===== config.mk =====
export PLATFORM = sky130hd
export DESIGN_NAME = preset_ctrl
export DESIGN_NICKNAME = d
export VERILOG_FILES = /design/src/rtl/preset_pkg.sv /design/src/rtl/preset_capture.sv /design/src/rtl/preset_ctrl.sv
export SDC_FILE = /design/constraint.sdc
export NUM_CORES = 1
export LEC_CHECK = 0
export BUFFER_PORTS_ARGS = -buffer_cell sky130_fd_sc_hd__buf_2
export CAP_MARGIN = 20
export CORE_MARGIN = 10
export CORE_UTILIZATION = 56
export DETAILED_ROUTE_END_ITERATION = 8
export PLACE_DENSITY = 0.79
export SYNTH_ARGS = -nofsm -noshare
export SYNTH_HDL_FRONTEND = slang
export SYNTH_SLANG_ARGS = --single-unit

===== constraint.sdc =====
create_clock -name clk -period 3.1 [get_ports clk]
set_input_delay 0.31 -clock clk [delete_from_list [all_inputs] [get_ports clk]]
set_output_delay 0.31 -clock clk [all_outputs]
set_load 0.03 [all_outputs]

===== src/rtl/preset_pkg.sv =====
// Shared types and helpers for the preset save/recall sequencer.
package preset_pkg;

  localparam int BYTE_W = 8;

  typedef enum logic [2:0] {
    IDLE,
    SAVE_WR,
    LOAD_RD,
    LOAD_WAIT,
    LOAD_SEND,
    FIN
  } state_e;

  // Flat RAM address of byte idx within a preset slot.
  function automatic int unsigned slot_addr(int unsigned slot, int unsigned idx,
                                            int unsigned plen);
    return slot * plen + idx;
  endfunction

endpackage


===== src/rtl/preset_capture.sv =====
// Keeps the last PRESET_LEN RX bytes (newest at the top index) and a saturating count.
module preset_capture
  import preset_pkg::*;
#(
  parameter int PRESET_LEN = 4,
  parameter int CNT_W      = 3
) (
  input  logic                                 clk,
  input  logic                                 rst,
  input  logic                                 rx_valid_i,
  input  logic [BYTE_W-1:0]                    rx_data_i,
  input  logic                                 enable_i,
  input  logic                                 clear_i,
  output logic [PRESET_LEN-1:0][BYTE_W-1:0]    bytes_o,
  output logic [CNT_W-1:0]                     cap_cnt_o
);

  logic [PRESET_LEN-1:0][BYTE_W-1:0] buf_q;
  logic [CNT_W-1:0]                  cnt_q;

  always_ff @(posedge clk or posedge rst) begin
    if (rst) begin
      buf_q <= '0;
      cnt_q <= '0;
    end else if (clear_i) begin
      cnt_q <= '0;
    end else if (enable_i && rx_valid_i) begin
      buf_q <= {rx_data_i, buf_q[PRESET_LEN-1:1]};
      if (cnt_q != CNT_W'(PRESET_LEN)) cnt_q <= cnt_q + CNT_W'(1);
    end
  end

  assign bytes_o   = buf_q;
  assign cap_cnt_o = cnt_q;

endmodule


===== src/rtl/preset_ctrl.sv =====
// Preset save/recall sequencer: captured RX bytes -> RAM slot, RAM slot -> TX stream.
module preset_ctrl
  import preset_pkg::*;
#(
  parameter  int SLOTS      = 2,
  parameter  int PRESET_LEN = 4,
  localparam int ADDR_W     = $clog2(SLOTS * PRESET_LEN)
) (
  input  logic              clk,
  input  logic              rst,
  input  logic [1:0]        btn_index,
  input  logic              save_mode,
  input  logic              rx_valid,
  input  logic [BYTE_W-1:0] rx_data,
  output logic              mem_we,
  output logic              mem_re,
  output logic [ADDR_W-1:0] mem_addr,
  output logic [BYTE_W-1:0] mem_wdata,
  input  logic [BYTE_W-1:0] mem_rdata,
  output logic              tx_valid,
  output logic [BYTE_W-1:0] tx_data,
  input  logic              tx_ready,
  output logic              busy,
  output logic              done,
  output logic              req_dropped,
  output logic [SLOTS-1:0]  slot_valid
);

  localparam int CNT_W  = $clog2(PRESET_LEN + 1);
  localparam int SLOT_W = (SLOTS > 1) ? $clog2(SLOTS) : 1;
  localparam int BI_W   = (PRESET_LEN > 1) ? $clog2(PRESET_LEN) : 1;

  state_e                        state_q, state_d;
  logic [SLOT_W-1:0]             slot_q, slot_d;
  logic [CNT_W-1:0]              idx_q, idx_d;
  logic [SLOTS-1:0][CNT_W-1:0]   slot_len_q, slot_len_d;
  logic [BYTE_W-1:0]             tx_data_q, tx_data_d;
  logic                          req_dropped_q;
  logic [SLOTS-1:0]              slot_valid_q;

  logic [PRESET_LEN-1:0][BYTE_W-1:0] cap_bytes;
  logic [CNT_W-1:0]                  cap_cnt;
  logic                              cap_en, cap_clr;
  logic                              req_v;
  logic [CNT_W-1:0]                  wpos;

  // Buttons 1..SLOTS map to slots 0..SLOTS-1; anything else is not a request.
  assign req_v  = (btn_index != 2'd0) && (int'({30'b0, btn_index}) <= SLOTS);
  assign cap_en = (state_q == IDLE) || (state_q == LOAD_RD) ||
                  (state_q == LOAD_WAIT) || (state_q == LOAD_SEND);

  preset_capture #(
    .PRESET_LEN (PRESET_LEN),
    .CNT_W      (CNT_W)
  ) u_cap (
    .clk        (clk),
    .rst        (rst),
    .rx_valid_i (rx_valid),
    .rx_data_i  (rx_data),
    .enable_i   (cap_en),
    .clear_i    (cap_clr),
    .bytes_o    (cap_bytes),
    .cap_cnt_o  (cap_cnt)
  );

  always_ff @(posedge clk or posedge rst) begin
    if (rst) state_q <= IDLE;
    else     state_q <= state_d;
  end

  always_comb begin
    state_d    = state_q;
    slot_d     = slot_q;
    idx_d      = idx_q;
    slot_len_d = slot_len_q;
    tx_data_d  = tx_data_q;
    cap_clr    = 1'b0;
    unique case (state_q)
      IDLE: begin
        if (req_v) begin
          slot_d = SLOT_W'(btn_index - 2'd1);
          idx_d  = '0;
          if (save_mode) begin
            // An empty capture buffer turns a save into a slot clear.
            if (cap_cnt == '0) begin
              slot_len_d[slot_d] = '0;
              state_d            = FIN;
            end else begin
              state_d = SAVE_WR;
            end
          end else begin
            state_d = (slot_len_q[slot_d] != '0) ? LOAD_RD : FIN;
          end
        end
      end
      SAVE_WR: begin
        if (idx_q + CNT_W'(1) == cap_cnt) begin
          slot_len_d[slot_q] = cap_cnt;
          cap_clr            = 1'b1;
          state_d            = FIN;
        end else begin
          idx_d = idx_q + CNT_W'(1);
        end
      end
      LOAD_RD:   state_d = LOAD_WAIT;
      LOAD_WAIT: begin
        tx_data_d = mem_rdata;
        state_d   = LOAD_SEND;
      end
      LOAD_SEND: begin
        if (tx_ready) begin
          idx_d   = idx_q + CNT_W'(1);
          state_d = (idx_d == slot_len_q[slot_q]) ? FIN : LOAD_RD;
        end
      end
      FIN:     state_d = IDLE;
      default: state_d = IDLE;
    endcase
  end

  always_ff @(posedge clk or posedge rst) begin
    if (rst) begin
      slot_q        <= '0;
      idx_q         <= '0;
      slot_len_q    <= '0;
      tx_data_q     <= '0;
      req_dropped_q <= 1'b0;
      slot_valid_q  <= '0;
    end else begin
      slot_q        <= slot_d;
      idx_q         <= idx_d;
      slot_len_q    <= slot_len_d;
      tx_data_q     <= tx_data_d;
      req_dropped_q <= req_v && (state_q != IDLE);
      for (int s = 0; s < SLOTS; s++) slot_valid_q[s] <= (slot_len_d[s] != '0);
    end
  end

  // Oldest captured byte sits cap_cnt entries below the top of the buffer.
  assign wpos = CNT_W'(PRESET_LEN) - cap_cnt + idx_q;

  always_comb begin
    busy        = (state_q != IDLE);
    done        = (state_q == FIN);
    mem_we      = (state_q == SAVE_WR);
    mem_re      = (state_q == LOAD_RD);
    mem_addr    = '0;
    mem_wdata   = '0;
    tx_valid    = (state_q == LOAD_SEND);
    tx_data     = tx_data_q;
    req_dropped = req_dropped_q;
    slot_valid  = slot_valid_q;
    if (mem_we || mem_re)
      mem_addr = ADDR_W'(slot_addr(32'(slot_q), 32'(idx_q), PRESET_LEN));
    if (mem_we)
      mem_wdata = cap_bytes[BI_W'(wpos)];
  end

endmodule


* Yosys cells after proc, flatten, opt, wreduce, memory -nomap -nowiden
Cells that the tools add are included.
** Word-level totals
- Bits in registers :: 59
- Bits of input ports :: 23
- Logic and storage cells :: 99
** Operators by class
- Multiplexer cells :: 35
- Reduce and logical (&&, ||, !) cells :: 24
- Add/subtract/negate cells :: 6
- Bitwise operators :: 3
- Magnitude comparators :: 6
- Equal/unequal tests :: 12
** Operator list (number)
- $mux W3 :: 20
- $mux W6 :: 4
- $bmux W8 S2 :: 1
- $mux W8 :: 2
- $pmux W3 S5 :: 1
- $reduce_bool A3 Y1 :: 5
- $pmux W6 S2 :: 1
- $pmux W3 S3 :: 1
- $add A3 B1 Y3 const B :: 2
- $and A6 B6 Y6 :: 1
- $bwmux W6 :: 1
- $demux W3 S1 :: 2
- $eq A3 B2 Y1 const B :: 2
- $eq A3 B3 Y1 :: 2
- $eq A3 B3 Y1 const B :: 2
- $logic_not A3 Y1 :: 2
- $not A6 Y6 :: 1
- $reduce_and A2 Y1 :: 3
- $reduce_bool A2 Y1 :: 3
- $logic_and A1 B1 Y1 :: 5
- $logic_or A1 B1 Y1 :: 4
- $lt A1 B2 Y1 const B :: 2
- $ne A2 B1 Y1 const B :: 2
- $ne A2 B2 Y1 const B :: 2
- 13 further kinds :: 15

* Logic depth before layout (Yosys ltp)
- Depth in word-level cells :: 12
- Mapped depth :: 7

* Modules after synthesis
Synthesis repeated with hierarchy kept, for this count alone.
** Second synthesis, totals
- Cell total of the unflattened synthesis :: 251
- Area total of the unflattened synthesis :: 3203.1 µm²
** By module, submodules not included
- preset_ctrl :: cells each 162, seq. area each 600.6 µm², instances 1, area an instance 1666.6 µm²
- preset_capture :: cells each 89, seq. area each 875.8 µm², instances 1, area an instance 1536.5 µm²

* Worst setup path after synthesis
Ideal clock, no wire load.
- Kind :: register to output
- Start point :: register idx_q[0]
- End point :: output mem_wdata[0]
- Arrival :: 2.214 ns
- Stages on the path, launching flop included :: 8
- Setup slack :: 0.576 ns
- Data required time :: 2.790 ns
- Cell sequence :: dfrtp_1 > inv_1 > ha_1 > xor2_1 > xnor2_1 > buf_6 > mux2i_1 > o22ai_1
** Between the ends
- Longest elaborated chain between the ends :: 4
** RTL lines
- from (decl) :: RTL line preset_ctrl.sv:35 : logic [CNT_W-1:0] idx_q, idx_d;
- from (signal assigned) :: RTL line preset_ctrl.sv:131 : idx_q <= idx_d;
- $add A2 B2 Y2 :: RTL line preset_ctrl.sv:140 : assign wpos = CNT_W'(PRESET_LEN) - cap_cnt + idx_q;
- $bmux W8 S2 :: RTL line preset_ctrl.sv:156 : mem_wdata = cap_bytes[BI_W'(wpos)];
- $mux W8 (implied by the code) :: RTL line preset_ctrl.sv:156
- $mux W8 :: RTL line preset_ctrl.sv:155 : if (mem_we)
- to (decl) :: RTL line preset_ctrl.sv:18 : output logic [BYTE_W-1:0] mem_wdata,
Every way passes these cells. The select of a mux whose other input is x is not followed.

* Final worst setup path
- Start point :: register idx_q[0]
- End point :: output mem_wdata[5]
The elaborated chain is that of the path after synthesis.

==> out/qor.yml <==
outcome:
  status: "finished, final reports clean"
critical_path:
  rrSetupSlack_ps: 560
  reg2reg_from: "idx_q[0]"
  crit_required_ps: 2790
  endpoint_kind: "output port"
  path_class: "flop to output port"
  crit_fanout: 16
  ff2ff_path_depth: 6
  arrival_ps: 2500
  r2r_end: "slot_len_q[4]"
  critPathLaunchType: "flop"
power_and_ir_drop:
  pwr-share-seq_pct: 31.1
  p_per_area_nw_per_um2: 1270
  p_leak_nw: 1.87
  peakVddDrop_mv: 0.673
  p_clk_share_pct: 16.6
  p_switching_mw: 2.12
  p_int_mw: 2.50
  combinationalPowerShare_pct: 52.4
  swShare_pct: 45.9
detailed_routing:
  drc_errors: 0
  routed_wl_mm: 7.34
  routedWlPerCell_um: 16.0
  via_count: 2590
  drtPass1Iterations: 4
  drt_iter0_drc: 222
  antenna_left: 0
  vias_per_cell: 5.66
place:
  hpwl_mm: 5.25
  dp.cells: 442
  dpl_worst_slack_ps: 348
  numPortBuffers: 49
  place_congestion: 0.872
floorplanning:
  dieArea_sq_um: 8970
  die_w_um: 94.7
  core_sq_um: 5470
  rows: 27
  die_height_um: 94.7
  initial_core_util_pct: 57.1
  ios: 50
synthesis:
  ys_seq_area_share_pct: 47.2
  synth_cell_type_count: 48
  async_flop_share_pct: 100
  syn_avg_cell_area_sq_um: 9.33
  syn-cell-area_sq_um: 3130
  syn_nets: 362
  synthFlopType: "dfrtp_1"
  synthCells: 335
  synth_edf_count: 0
  ys_ff_latch: 59
  yosys_warnings: 0
finish:
  layout_commonest_cell: "nand2_1"
  nets: 409
  layout.cells.non_filler: 458
  antenna-diode-count: 0
  final_cell_mix: "nand2_1, dfrtp_1, buf_2"
  nFillCells: 460
  syn_to_final_growth_pct: 16.5
  layout-drive-gt1-share_pct: 22.3
sta:
  slew-limit-headroom_pct: 49.3
  slew_violations: 0
  worst_pin_slew_ps: 761
  fmax_mhz: 356
  period_minus_slack_ps: 2810
  setup_slack_ps: 292
  fin_crit_sh_pct: 90.6
  hold_ws_ps: 157
  setup_tns_ps: 0
  rsz0062_at_grt: "no"
  finClkSkew_ps: 6.52
  setup_viol: 0
  hold_viol: 0
cts:
  clk_path_buf_depth: 2
  cts_tree: "yes"
  clock_latency_ps: 340
  clock-sinks: 59
  cts-root-buf: "clkbuf_8"
  clk_pin_slew_ps: 70
  htreeDepth: 3
  cts_buffers: 9
global_routing:
  gr-usage-met3_pct: 3.89
  grt_pass1_wl_mm: 12.1
  grt_max_degree: 40
  top_usage_layer: "met2"
  met2_usage_pct: 26.0
  grt_use_total_pct: 17.2
  met1_usage_pct: 22.3
  antenna_found_initial: 0
  grt_pass1_vias: 2478
  overflow: 0
min_path:
  holdPathStages: 3
  min_from: "rx_data[6]"
  holdPathEnd: "u_cap.bytes_o[30]"
  worstHoldPathType: "input pin to flop"
flow_run:
  max_cap_violations: 0
-- power by group through the flow --
stage	sequential, mW	combinational (mW)	clock (mW)
after global placement	1.43	2.30	0
after global routing	1.49	2.64	0.806
after CTS	1.43	2.42	0.782
after floorplan	1.44	1.84	0
after detailed placement	1.44	2.39	0
final	1.44	2.42	0.766
-- worst max-delay path: stages (launching register included) --
cell,delay (ps)
dfrtp_1,420
inv_1,90
ha_1,220
xor2_1,200
xnor2_4,640
mux2i_1,190
o22ai_1,180
buf_2,230
-- synth_stat cells, drive strengths merged (2+ instances only) --
master / n / share of area (%)
nor4b: 3 / 0.84
inv: 11 / 1.3
clkbuf: 13 / 1.6
a211oi: 3 / 0.72
nand4: 3 / 0.60
ha: 4 / 1.6
a22o: 3 / 0.84
o211ai: 4 / 0.96
mux2: 11 / 4.2
nor3: 8 / 1.6
o21ai: 10 / 1.6
a32o: 3 / 1.0
a21oi: 5 / 0.80
nor2: 13 / 1.6
xor2: 3 / 0.84
a31oi: 4 / 0.80
mux2i: 21 / 6.7
nor2b: 2 / 0.40
and3: 2 / 0.40
o311ai: 2 / 0.56
nand2: 104 / 12
xnor2: 7 / 2.0
nand3: 5 / 0.80
nand2b: 3 / 0.60
buf: 5 / 1.4
o22ai: 8 / 1.6
dfrtp: 59 / 47
-- per-stage QoR --
stage               power [mW]  utilization (%)  instance area [sq um]
finish                    4.62             66.6                   3640
global route              4.94             66.6                   3640
CTS                       4.63             66.6                   3640
detailed placement        3.83             62.3                   3410
global placement          3.73             62.3                   3410
floorplan                 3.27                -                   3130
-- cell type report --
| class | instances | area [sq um] | area share (%) |
|---|---|---|---|
| clock buffers | 10 | 138 | 3.78 |
| inverters | 12 | 45.0 | 1.24 |
| clock inverters | 5 | 77.6 | 2.13 |
| multi-input cells | 246 | 1530 | 42.0 |
| flip-flops and latches | 59 | 1480 | 40.5 |
| well taps | 72 | 90.1 | 2.47 |
| repair buffers | 54 | 285 | 7.83 |
-- registers in the layout, indices dropped and copies added, names as in the netlist --
register	cells
idx_q	3
u_cap.cap_cnt_o	3
state_q	3
req_dropped	1
slot_valid	2
tx_data	8
slot_q	1
u_cap.bytes_o	32
slot_len_q	6
-- what timing repair did --
item	CTS	global route
setup buffers	0	0
hold endpoints to repair	20	0
setup endpoints to repair	8	0
gates resized for setup	1	0
hold buffers	1	0
-- per-layer routing --
layer	part of all wire, %	vias up
li1	-	1244
met2	49	90
met4	1.3	0
met5	0	-
met3	6.1	7
met1	44	1249
-- worst max-delay path by stage --
stage,start,end,slack [ps]
2_1_floorplan,idx_q[0],mem_wdata[0],580
3_3_place_gp,idx_q[0],mem_wdata[6],500
3_5_place_dp,idx_q[0],mem_wdata[1],350
4_1_cts,idx_q[0],mem_wdata[2],290
5_1_grt,idx_q[0],mem_wdata[6],120
6_report,idx_q[0],mem_wdata[5],290
-- kinds of logic after synthesis --
kind of cell	after synthesis	synth area share [%]
buf+inv	30	4.40
mux	32	10.9
simple gates	152	21.9
xor+xnor	11	3.56
compound gates	47	10.4
flops	59	47.2
fa+ha+maj	4	1.60
Power figures use the tool's default switching activity.
